$ cat src/rtl/write_pix.sv
// Write-side ZBT bank-1 packer: pairs even/odd pixels into 36-bit words, buffers them
// in a small FIFO and issues writes only in granted bus slots, data lagging by the ZBT pipe.
module write_pix #(
    parameter int FIFO_DEPTH     = 4,
    parameter int ZBT_DATA_DELAY = 2,
    parameter int H_ACTIVE       = 1024,
    parameter int V_ACTIVE       = 768
) (
    input  logic                          i_clk,
    input  logic                          i_reset,
    input  logic                          i_pix_valid,
    input  logic [17:0]                   i_pix_data,
    input  logic [10:0]                   i_pix_hcount,
    input  logic [9:0]                    i_pix_vcount,
    input  logic                          i_wr_slot,
    output logic [18:0]                   o_vram_addr,
    output logic                          o_vram_we,
    output logic [35:0]                   o_vram_write_data,
    output logic [$clog2(FIFO_DEPTH):0]   o_fifo_count,
    output logic                          o_overflow,
    output logic                          o_pair_err
);

    localparam int PW = $clog2(FIFO_DEPTH);
    localparam int CW = PW + 1;
    localparam int D  = ZBT_DATA_DELAY;
    localparam logic [10:0] H_LIM = 11'(H_ACTIVE);
    localparam logic [9:0]  V_LIM = 10'(V_ACTIVE);

    typedef enum logic {EMPTY, HALF} state_t;

    state_t      r_state, w_state_nxt;
    logic [17:0] r_lat_data;
    logic [10:0] r_lat_h;
    logic [9:0]  r_lat_v;

    logic w_take, w_latch, w_push, w_err;

    logic [54:0]   r_mem [FIFO_DEPTH];
    logic [PW-1:0] r_wptr, r_rptr;
    logic [CW-1:0] r_count;
    logic          w_pop, w_full, w_push_ok;
    logic [54:0]   w_head;

    logic [D-1:0]  r_dvld;
    logic [35:0]   r_ddat [D];
    logic [18:0]   r_vram_addr;
    logic          r_vram_we;
    logic [35:0]   r_vram_write_data;
    logic          r_overflow, r_pair_err;

    assign w_take = i_pix_valid && (i_pix_hcount < H_LIM) && (i_pix_vcount < V_LIM);

    always_comb begin
        w_state_nxt = r_state;
        w_latch     = 1'b0;
        w_push      = 1'b0;
        w_err       = 1'b0;
        if (w_take) begin
            case (r_state)
                EMPTY: begin
                    if (!i_pix_hcount[0]) begin
                        w_latch     = 1'b1;
                        w_state_nxt = HALF;
                    end else begin
                        w_err = 1'b1;
                    end
                end
                HALF: begin
                    if (!i_pix_hcount[0]) begin
                        // A fresh even pixel supersedes the orphaned one.
                        w_latch = 1'b1;
                        w_err   = 1'b1;
                    end else if (i_pix_hcount == r_lat_h + 11'd1 && i_pix_vcount == r_lat_v) begin
                        w_push      = 1'b1;
                        w_state_nxt = EMPTY;
                    end else begin
                        w_err       = 1'b1;
                        w_state_nxt = EMPTY;
                    end
                end
                default: w_state_nxt = EMPTY;
            endcase
        end
    end

    always_ff @(posedge i_clk) begin
        if (i_reset) begin
            r_state    <= EMPTY;
            r_lat_data <= '0;
            r_lat_h    <= '0;
            r_lat_v    <= '0;
        end else begin
            r_state <= w_state_nxt;
            if (w_latch) begin
                r_lat_data <= i_pix_data;
                r_lat_h    <= i_pix_hcount;
                r_lat_v    <= i_pix_vcount;
            end
        end
    end

    // A pop frees the slot in the same cycle, so push+pop on a full FIFO is legal.
    assign w_pop     = i_wr_slot && (r_count != '0);
    assign w_full    = (r_count == CW'(FIFO_DEPTH));
    assign w_push_ok = w_push && (!w_full || w_pop);
    assign w_head    = r_mem[r_rptr];

    always_ff @(posedge i_clk) begin
        if (w_push_ok)
            r_mem[r_wptr] <= {i_pix_vcount, i_pix_hcount[9:1], r_lat_data, i_pix_data};
    end

    always_ff @(posedge i_clk) begin
        if (i_reset) begin
            r_wptr     <= '0;
            r_rptr     <= '0;
            r_count    <= '0;
            r_overflow <= 1'b0;
            r_pair_err <= 1'b0;
        end else begin
            if (w_push_ok) r_wptr <= r_wptr + PW'(1);
            if (w_pop)     r_rptr <= r_rptr + PW'(1);
            case ({w_push_ok, w_pop})
                2'b10:   r_count <= r_count + CW'(1);
                2'b01:   r_count <= r_count - CW'(1);
                default: r_count <= r_count;
            endcase
            if (w_push && !w_push_ok) r_overflow <= 1'b1;
            if (w_err)                r_pair_err <= 1'b1;
        end
    end

    always_ff @(posedge i_clk) begin
        if (i_reset) begin
            r_vram_we         <= 1'b0;
            r_vram_addr       <= '0;
            r_vram_write_data <= '0;
            r_dvld            <= '0;
            for (int k = 0; k < D; k++) r_ddat[k] <= '0;
        end else begin
            r_vram_we <= w_pop;
            if (w_pop) r_vram_addr <= w_head[54:36];
            r_dvld[0] <= w_pop;
            r_ddat[0] <= w_head[35:0];
            for (int k = 1; k < D; k++) begin
                r_dvld[k] <= r_dvld[k-1];
                r_ddat[k] <= r_ddat[k-1];
            end
            if (r_dvld[D-1]) r_vram_write_data <= r_ddat[D-1];
        end
    end

    assign o_vram_addr       = r_vram_addr;
    assign o_vram_we         = r_vram_we;
    assign o_vram_write_data = r_vram_write_data;
    assign o_fifo_count      = r_count;
    assign o_overflow        = r_overflow;
    assign o_pair_err        = r_pair_err;

endmodule

$ cat config.mk
export PLATFORM = sky130hd
export DESIGN_NAME = write_pix
export DESIGN_NICKNAME = d
export VERILOG_FILES = /design/src/rtl/write_pix.sv
export SDC_FILE = /design/constraint.sdc
export NUM_CORES = 1
export LEC_CHECK = 0
export ABC_CLOCK_PERIOD_IN_PS = 5400
export CAP_MARGIN = 25
export CORE_UTILIZATION = 30
export DETAILED_ROUTE_END_ITERATION = 10
export GPL_TIMING_DRIVEN = 0
export PLACE_DENSITY = 0.51
export REMOVE_ABC_BUFFERS = 1
export SLEW_MARGIN = 20
export SYNTH_ARGS = -nofsm -noshare
export SYNTH_HDL_FRONTEND = slang
export SYNTH_SLANG_ARGS = --single-unit
export TNS_END_PERCENT = 5
$ cat constraint.sdc
create_clock -name i_clk -period 5.4 [get_ports i_clk]
set_clock_uncertainty 0.2 [all_clocks]
set_input_delay 1.08 -clock i_clk [delete_from_list [all_inputs] [get_ports i_clk]]
set_output_delay 1.08 -clock i_clk [all_outputs]
set_load 0.005 [all_outputs]
==> impl_metrics.env, run 1 <==
export IMPL_failed_checks="DRC"
export IMPL_cts_root_buf="clkbuf_16"
export IMPL_antenna_left=0
export IMPL_comb_power_share_pct=2.2
export IMPL_holdBufCountCts=0
export IMPL_grt_pass1_wl_mm=45.3
export IMPL_status="complete, but fails checks"
export IMPL_cts_tree="built"
export IMPL_cts_clk_slew_worst_paths_ps=60
export IMPL_synth_seq_area_share_pct=71.6
export IMPL_grt_usage_pct=12.4
export IMPL_layout_nets=1114
export IMPL_cts_resized=0
export IMPL_yosysWarningCount=0
export IMPL_grt_pass1_vias=7807
export IMPL_drive_above_1_share_pct=14.1
export IMPL_area_delta_synth_final_pct=23.4
export IMPL_slew_viol_final=0
export IMPL_pre_cts_slack_ps=789
export IMPL_critPathKind="in -> reg"
export IMPL_period_share_pct=73.7
export IMPL_crit_start="i_pix_vcount[9]"
export IMPL_crit_required_ps=5440
export IMPL_yosysMostFrequentCell="edfxtp_1"
export IMPL_finalHoldViolCount=0
export IMPL_hold_path_class="reg -> reg"
export IMPL_rr_startpoint="r_lat_h[0]"
export IMPL_htreeDepth=2
export IMPL_reg2reg_to="r_mem[0][28]"
export IMPL_maxSlewHeadroom_pct=51.2
export IMPL_p_leak_nw=5.54
export IMPL_netlist_area_um2=14300
export IMPL_grt_start_max_net_pins=101
export IMPL_coreArea_um2=46800
export IMPL_antenna_found_initial=0
export IMPL_end_kind="flip-flop"
export IMPL_start_util_pct=30.5
export IMPL_p_switching_w=0.00130
export IMPL_synth_edf_count=220
export IMPL_synthArstFlopShare_pct=0
export IMPL_synth_flop_cell="edfxtp_1"
export IMPL_worstMarginPinSlew_ps=732
export IMPL_insertion_delay_ps=560
export IMPL_gp_congestion=0.733
export IMPL_p_int_w=0.00504
export IMPL_drv_cap=0
export IMPL_setup_viol=0
export IMPL_fillers=4440
export IMPL_first_pass_iters=9
export IMPL_numCtsBuffers=45
export IMPL_r2r_cells=7
export IMPL_cp_max_fo=32
export IMPL_drc=5
export IMPL_cts_setup_buffers=0
export IMPL_cp_start_kind="input port"
export IMPL_pwr_share_clk_pct=46.6
export IMPL_row_count=79
export IMPL_io_pins=104
export IMPL_fmax_ghz=0.251
export IMPL_wl_per_cell_um=16.8
export IMPL_die_area_um2=48400
export IMPL_synth_area_leader_cell="edfxtp_1"
export IMPL_via_per_inst=4.48
export IMPL_placed_area_um2=16100
export IMPL_routed_wl_mm=28.8
export IMPL_avgSynthCellArea_um2=15.0
export IMPL_io_buffers=103
export IMPL_swShare_pct=20.5
export IMPL_power_density_nw_per_um2=360
export IMPL_synth_top_area_share_pct=46.3
export IMPL_crit_end="r_mem[0][28]"
export IMPL_seq_power_share_pct=51.2
export IMPL_synth_common_cells="edfxtp_1 (220), dfxtp_1 (180), nand2_1 (123)"
export IMPL_rsz0062_at_grt="false"
export IMPL_yosys_cell_types_count=48
export IMPL_min_period_ps=3980
export IMPL_numClockSinks=400
export IMPL_num_vias=7654
export IMPL_synth_area_leaders="edfxtp_1 (46%), dfxtp_1 (25%), mux4_2 (8.7%), nor2b_1 (3.3%), nand2_1 (3.2%)"
export IMPL_hpwl_mm=16.6
export IMPL_die_h_um=220
export IMPL_grt_overflow_total=0
export IMPL_die_x_um=220
export IMPL_fin_ws_ps=1420
export IMPL_ys_seq_elements=400
export IMPL_ff2ff_setup_slack_ps=1760
export IMPL_final_seq_area_um2=10200
export IMPL_first_iter_violations=388
export IMPL_multiInputGateArea_um2=3880
export IMPL_worstPathArrival_ps=4020
export IMPL_vdd_ir_drop_max_mv=0.253
export IMPL_netlist_instances=953
export IMPL_max_clock_path_buffers=3
export IMPL_diodes=0
export IMPL_final_area_um2=17600
==> metrics by stage <==
step	util [%]	setup TNS (ps)	power [W]	hold slack (ps)	instances
final	37.6	0	0.00633	231	1708
after global routing	37.6	0	0.00656	247	1708
after CTS	37.6	0	0.00644	235	1707
after detailed placement	34.5	0	0.00345	220	1624
after global placement	33.9	-640900	0.00345	219	1614
after floorplan	-	0	0.00335	214	904
==> power by group through the flow <==
stage / Combinational [W] / Sequential (W) / Clock, W
floorplan: 0.0000459 / 0.00330 / 0
global placement: 0.000142 / 0.00331 / 0
detailed placement: 0.000141 / 0.00331 / 0
CTS: 0.000141 / 0.00324 / 0.00306
global route: 0.000155 / 0.00324 / 0.00317
finish: 0.000140 / 0.00324 / 0.00295
==> sequential cells by signal, indices dropped and copies added, names as in the netlist, 3 cells and up, named ones only <==
signal	count
r_lat_v	10
o_vram_addr	19
r_lat_data	18
r_lat_h	11
o_vram_write_data	36
o_fifo_count	3
r_mem	220
r_ddat	72
==> cell usage in the layout (no fill, tap or decap), drive strengths merged, types with 3 or more instances in the layout <==
master         instances
clkinvlp               4
or2                    4
and2                   8
xnor2                 15
nand3                  7
edfxtp               220
mux4                  55
a21oi                 62
xor2                  13
and4                   3
nor3b                  3
nor2b                 75
clkinv                 8
mux2i                 38
inv                    9
clkdlybuf4s50        102
buf                   12
clkbuf                65
ha                     5
nor4                   5
nand2                123
nor3                   3
nor2                  50
o21ai                  3
dfxtp                180
==> routing by layer <==
layer,wire length [um],share of wire [%],vias to the layer above,global-route usage (%)
met2,13600,47,133,19.9
met3,1300,4.5,55,3.11
met4,646,2.2,0,3.95
met1,13300,46,3791,16.2
met5,0,0,-,0
li1,-,-,3675,-
==> worst max-delay path: stages <==
cell and delay [ps]:
clkdlybuf4s50_1 550, or2_2 350, a22o_1 220, or2_2 310
nor2_1 110, nor4b_4 490, and2_4 560, buf_12 310
==> how the worst min path moves through the flow <==
stage	start	cells past startpoint	slack [ps]	end
after floorplan	r_ddat[0][0]	1	210	r_ddat[1][0]
after global placement	r_ddat[0][33]	1	220	r_ddat[1][33]
after detailed placement	r_ddat[0][2]	1	220	r_ddat[1][2]
after CTS	r_ddat[0][31]	1	230	r_ddat[1][31]
after global routing	r_ddat[0][6]	1	250	r_ddat[1][6]
final	r_ddat[0][31]	1	230	r_ddat[1][31]
==> cell type report <==
class | instances | share of cell area, %
Inverter | 5 | 0.107
Sequential cell | 400 | 58.1
Multi-Input combinational cell | 499 | 22.0
Clock buffer | 65 | 7.28
Clock inverter | 18 | 0.917
Timing Repair Buffer | 114 | 7.24
Tap cell | 607 | 4.32
==> kinds of logic (layout without fill, tap and decap cells) <==
| family | after synthesis | after routing | share of synthesized area, % |
|---|---|---|---|
| adders and majority gates | 6 | 6 | 0.579 |
| xor gates and xnor gates | 28 | 28 | 1.72 |
| muxes | 95 | 95 | 11.5 |
| and+or+nand+nor | 289 | 289 | 9.88 |
| buffers and inverters | 54 | 202 | 1.44 |
| DFF | 400 | 400 | 71.6 |
| AOI/OAI and AO/OA | 81 | 81 | 3.26 |
No activity file was read; power rests on OpenSTA's default activity.
==> run 2, diff against run 1 <==
Settings changed: ABC_CLOCK_PERIOD_IN_PS 5400 to 3700.
Clock period 5.4 ns to 3.7 ns, I/O delays scaled along.
==> run 2 against run 1 <==
The flow still finishes with violations (DRC); final cell count grew 0.35%; combinational power grew 46%; non-clock buffer count grew 4; wire length grew 1.7%; largest power group unchanged; sequential share of layout area shrank 0.19 points.
==> impl_metrics.env, run 2 (synthesized netlist as in run 1, its figures left out) <==
export IMPL_fin_cells=1714
export IMPL_drc=5
export IMPL_numClockSinks=400
export IMPL_row_count=79
export IMPL_p_switching_w=0.00189
export IMPL_coreArea_um2=46800
export IMPL_critPathKind="in -> reg"
export IMPL_die_x_um=220
export IMPL_drv_cap=0
export IMPL_min_period_ps=3440
export IMPL_insertion_delay_ps=560
export IMPL_grt_pass1_vias=7806
export IMPL_io_pins=104
export IMPL_cp_max_fo=30
export IMPL_area_delta_synth_final_pct=23.8
export IMPL_fin_tns_setup_ps=0
export IMPL_period_share_pct=93.0
export IMPL_dp_cells=1624
export IMPL_hpwl_mm=16.6
export IMPL_finalHoldViolCount=0
export IMPL_diodes=0
export IMPL_crit_slowest_cell="clkdlybuf4s50_1"
export IMPL_cts_clk_slew_worst_paths_ps=60
export IMPL_crit_chain="clkdlybuf4s50_1 -> or2_2 -> a22o_1 -> or2_2 -> nor2_1 -> nor4b_4 -> buf_4 -> and2_4 -> buf_12"
export IMPL_io_buffers=103
export IMPL_maxSlewHeadroom_pct=51.3
export IMPL_first_iter_violations=348
export IMPL_fmax_ghz=0.291
export IMPL_failed_checks="DRC"
export IMPL_die_area_um2=48400
export IMPL_end_kind="flip-flop"
export IMPL_worst_path_buf_inv=3
export IMPL_max_clock_path_buffers=3
export IMPL_seq_power_share_pct=51.2
export IMPL_most_common_layout_cells="edfxtp_1 (220), dfxtp_1 (177), nand2_1 (123), clkdlybuf4s50_1 (102), nor2b_1 (75)"
export IMPL_max_stage_delay_ps=550
export IMPL_worstMarginPinSlew_ps=730
export IMPL_p_leak_nw=5.57
export IMPL_top_register="r_mem"
export IMPL_r2r_cells=9
export IMPL_slew_viol_final=0
export IMPL_via_per_inst=4.47
export IMPL_die_h_um=220
export IMPL_grt_pass1_wl_mm=45.3
export IMPL_holdPathStages=1
export IMPL_cts_root_buf="clkbuf_16"
export IMPL_num_vias=7668
export IMPL_rsz0062_at_grt="false"
export IMPL_htreeDepth=2
export IMPL_cp_start_kind="input port"
export IMPL_drive_above_1_share_pct=14.7
export IMPL_grt_overflow_total=0
export IMPL_setup_viol=0
export IMPL_crit_cells=9
export IMPL_cts_tree="built"
export IMPL_comb_power_share_pct=2.2
export IMPL_p_int_w=0.00735
export IMPL_vdd_ir_drop_max_mv=0.370
export IMPL_pwr_share_clk_pct=46.6
export IMPL_worstPathArrival_ps=3480
export IMPL_largest_reg_flops=220
export IMPL_start_util_pct=30.5
export IMPL_routed_wl_mm=29.3
export IMPL_swShare_pct=20.5
export IMPL_numCtsBuffers=45
export IMPL_layout_nets=1120
export IMPL_antenna_left=0
export IMPL_grt_usage_pct=12.4
export IMPL_power_density_nw_per_um2=524
export IMPL_crit_required_ps=3740
export IMPL_antenna_found_initial=0
export IMPL_crit_top_cell="or2_2"
export IMPL_status="complete, but fails checks"
export IMPL_holdWs_ps=231
export IMPL_grt_start_max_net_pins=101
export IMPL_wl_per_cell_um=17.1
export IMPL_gp_congestion=0.733
export IMPL_first_pass_iters=9
export IMPL_fillers=4434
export IMPL_path_delay_family="simple AND/OR/NAND/NOR gates"
export IMPL_final_common_cell="edfxtp_1"
export IMPL_hold_path_class="reg -> reg"
run 2: cell count changes in the layout (fill, tap and decap cells not counted):
cell	before	now
and2_2	0	2
a211oi_2	0	1
a211oi_1	1	0
o41ai_2	0	1
o41ai_1	1	0
buf_4	0	4
run 2: power groups by stage:
stage	Clock (W)	Combinational [W]	Sequential, W
2_1_floorplan	0	0.0000670	0.00482
3_3_place_gp	0	0.000207	0.00483
3_5_place_dp	0	0.000205	0.00482
4_1_cts	0.00446	0.000207	0.00473
5_1_grt	0.00462	0.000227	0.00473
6_report	0.00431	0.000204	0.00473
run 2: path summary, 6_finish.rpt:
path	from	to	slack [ps]
hold / removal	r_ddat[0][31]	r_ddat[1][31]	230
setup / recovery	i_pix_vcount[9]	r_mem[2][31]	260
hold reg to reg	r_ddat[0][31]	r_ddat[1][31]	230
setup reg to reg	r_lat_h[0]	r_mem[2][31]	320
run 2: layer usage:
layer	up-vias	wire, um	global-route usage (%)
met2	129	13900	19.9
met5	-	0	0
met4	0	658	3.95
met1	3792	13400	16.2
li1	3690	-	-
met3	57	1330	3.11
run 2: final cells by class:
| class | count | area [um2] | area share (%) |
|---|---|---|---|
| repair buffers | 118 | 1300 | 7.39 |
| multi-input cells | 501 | 3900 | 22.1 |
| flip-flops and latches | 400 | 10200 | 57.9 |
| clock buffers | 65 | 1280 | 7.26 |
| clock inverters | 18 | 161 | 0.915 |
| well taps | 607 | 759 | 4.30 |
| inverters | 5 | 18.8 | 0.106 |
run 2: timing repair:
item | 4_1_cts | 5_1_grt
hold buffers | 0 | 0
pin swaps | 0 | 2
gates resized for setup | 1 | 1
gates cloned | 0 | 2
setup endpoints to repair | 106 | 122
buffers inserted | 0 | 4
run 2: through the flow:
step	utilization [%]	setup WS [ps]	power (W)	cell area, um2
2_1_floorplan	-	-256	0.00489	14100
3_3_place_gp	33.9	-4030	0.00503	15900
3_5_place_dp	34.5	-571	0.00503	16100
4_1_cts	37.6	22.0	0.00940	17600
5_1_grt	37.7	88.9	0.00958	17600
6_report	37.7	258	0.00924	17600
==> run 3, diff against run 2 <==
Settings changed: SLEW_MARGIN 20 to not set.
==> run 3 against run 2 <==
The flow still finishes with violations (DRC); sequential power is essentially flat; core utilization shrank 0.16 points; setup slack gained 2.9 ps; global-route usage about the same; count of clock-buffer cells in the layout rose by 4; final area down 0.42%; sequential share of layout area grew 0.23 points; wire length is 0.65% lower; register-to-register slack lost 20 ps; final cell count is the same.
==> impl_metrics.env, run 3 (synthesized netlist as in run 1, its figures left out) <==
export IMPL_start_util_pct=30.5
export IMPL_cts_root_buf="clkbuf_16"
export IMPL_numCtsBuffers=44
export IMPL_r2r_cells=12
export IMPL_p_leak_nw=5.55
export IMPL_holdBufCountCts=0
export IMPL_power_density_nw_per_um2=515
export IMPL_min_period_ps=3440
export IMPL_setup_viol=0
export IMPL_numClockSinks=400
export IMPL_routed_wl_mm=29.1
export IMPL_rr_startpoint="r_lat_h[0]"
export IMPL_io_pins=104
export IMPL_failed_checks="DRC"
export IMPL_coreArea_um2=46800
export IMPL_io_buffers=103
export IMPL_hold_path_class="reg -> reg"
export IMPL_hpwl_mm=16.6
export IMPL_antenna_left=0
export IMPL_ff2ff_setup_slack_ps=300
export IMPL_row_count=79
export IMPL_vdd_ir_drop_max_mv=0.283
export IMPL_num_vias=7706
export IMPL_placed_area_um2=16100
export IMPL_min_delay_start="r_ddat[0][25]"
export IMPL_final_common_cell="edfxtp_1"
export IMPL_layout_nets=1120
export IMPL_slew_viol_final=0
export IMPL_maxSlewHeadroom_pct=33.1
export IMPL_die_area_um2=48400
export IMPL_end_kind="flip-flop"
export IMPL_area_delta_synth_final_pct=23.3
export IMPL_critPathKind="in -> reg"
export IMPL_crit_top_cell="or2_2"
export IMPL_path_delay_family="simple AND/OR/NAND/NOR gates"
export IMPL_fillers=4449
export IMPL_largest_reg_flops=220
export IMPL_grt_overflow_total=0
export IMPL_die_x_um=220
export IMPL_worstPathArrival_ps=3480
export IMPL_holdPathStages=1
export IMPL_die_h_um=220
export IMPL_final_area_um2=17600
export IMPL_worstMarginPinSlew_ps=1000
export IMPL_fmax_ghz=0.291
export IMPL_diodes=0
export IMPL_max_stage_delay_ps=560
export IMPL_fin_ws_ps=261
export IMPL_grt_start_max_net_pins=101
export IMPL_finalHoldViolCount=0
export IMPL_status="complete, but fails checks"
export IMPL_grt_usage_pct=12.3
export IMPL_cp_max_fo=30
export IMPL_insertion_delay_ps=570
export IMPL_reg2reg_to="o_fifo_count[2]"
export IMPL_crit_slowest_cell="clkdlybuf4s50_1"
export IMPL_worst_path_buf_inv=3
export IMPL_period_share_pct=92.9
export IMPL_htreeDepth=2
export IMPL_grt_pass1_wl_mm=45.1
export IMPL_fin_tns_setup_ps=0
export IMPL_first_iter_violations=351
export IMPL_drc=5
export IMPL_crit_chain="clkdlybuf4s50_1 -> or2_2 -> a22o_1 -> or2_2 -> nor2_1 -> nor4b_4 -> buf_4 -> and2_4 -> buf_12"
export IMPL_cts_tree="built"
export IMPL_cts_clk_slew_worst_paths_ps=60
export IMPL_via_per_inst=4.50
export IMPL_dp_cells=1625
export IMPL_rsz0062_at_grt="false"
export IMPL_cp_start_kind="input port"
export IMPL_drive_above_1_share_pct=14.0
export IMPL_fin_cells=1714
export IMPL_hold_end="r_ddat[1][25]"
export IMPL_pre_cts_slack_ps=-567
export IMPL_first_pass_iters=10
export IMPL_crit_required_ps=3750
export IMPL_most_common_layout_cells="edfxtp_1 (220), dfxtp_1 (177), nand2_1 (123), clkdlybuf4s50_1 (102), nor2b_1 (75)"
export IMPL_top_register="r_mem"
export IMPL_max_clock_path_buffers=3
export IMPL_drv_cap=0
export IMPL_grt_pass1_vias=7691
export IMPL_gp_congestion=0.733
export IMPL_antenna_found_initial=0
export IMPL_wl_per_cell_um=17.0
## run 3: worst max path at each step
| stage | startpoint | cells after the start | slack (ps) | end |
|---|---|---|---|---|
| 2_1_floorplan | i_pix_hcount[10] | 6 | -260 | r_mem[1][0] |
| 3_3_place_gp | i_reset | 3 | -4030 | o_fifo_count[1] |
| 3_5_place_dp | i_pix_vcount[9] | 8 | -570 | r_mem[2][23] |
| 4_1_cts | i_pix_vcount[9] | 8 | 10 | r_mem[2][23] |
| 5_1_grt | r_lat_h[0] | 12 | 50 | o_fifo_count[2] |
| 6_report | i_pix_vcount[9] | 9 | 260 | r_mem[1][20] |
## run 3: stage by stage
stage	util, %	total power (W)	hold slack, ps
3_3_place_gp	33.9	0.00503	219
3_5_place_dp	34.5	0.00503	220
6_report	37.6	0.00905	234
5_1_grt	37.6	0.00938	244
4_1_cts	37.5	0.00920	234
2_1_floorplan	-	0.00489	214
## run 3: worst reg2reg max path: cells and delay by family (launching register included)
kind,cells,cell delay [ps]
XOR/XNOR,1,70
AO/OA/AOI/OAI,4,890
adder cells (fa/ha/maj),2,670
multiplexers,1,310
AND/OR/NAND/NOR,4,740
flip-flops,1,420
## run 3: what timing repair did
action / CTS / global route
pin swaps: 0 / 2
endpoints found under the setup margin: 67 / 122
gates resized for setup: 1 / 1
buffers inserted: 0 / 5
gates cloned: 0 / 2
## run 3: cell type report
cell class / count / area, um2 / area share, %
Sequential cell: 400 / 10200 / 58.1
Clock inverter: 13 / 72.6 / 0.413
Timing Repair Buffer: 119 / 1310 / 7.43
Tap cell: 607 / 759 / 4.32
Clock buffer: 69 / 1300 / 7.38
Inverter: 5 / 18.8 / 0.107
Multi-Input combinational cell: 501 / 3900 / 22.2
## run 3: report_power, final
group / switching (W) / internal (W) / total, W / leakage [nW]
logic: 0.000118 / 0.0000838 / 0.000202 / 1.51
clock network: 0.00171 / 0.00241 / 0.00412 / 0.677
registers: 0.0000185 / 0.00471 / 0.00473 / 3.36
total: 0.00185 / 0.00720 / 0.00905 / 5.55
## run 3: metal layers
| layer | vias to the layer above | wire [um] | global-route usage, % | part of all wire (%) |
|---|---|---|---|---|
| met1 | 3830 | 13200 | 16.0 | 45 |
| met3 | 45 | 1310 | 2.59 | 4.5 |
| met2 | 135 | 13900 | 20.1 | 48 |
| li1 | 3696 | - | - | - |
| met5 | - | 0 | 0 | 0 |
| met4 | 0 | 708 | 4.90 | 2.4 |
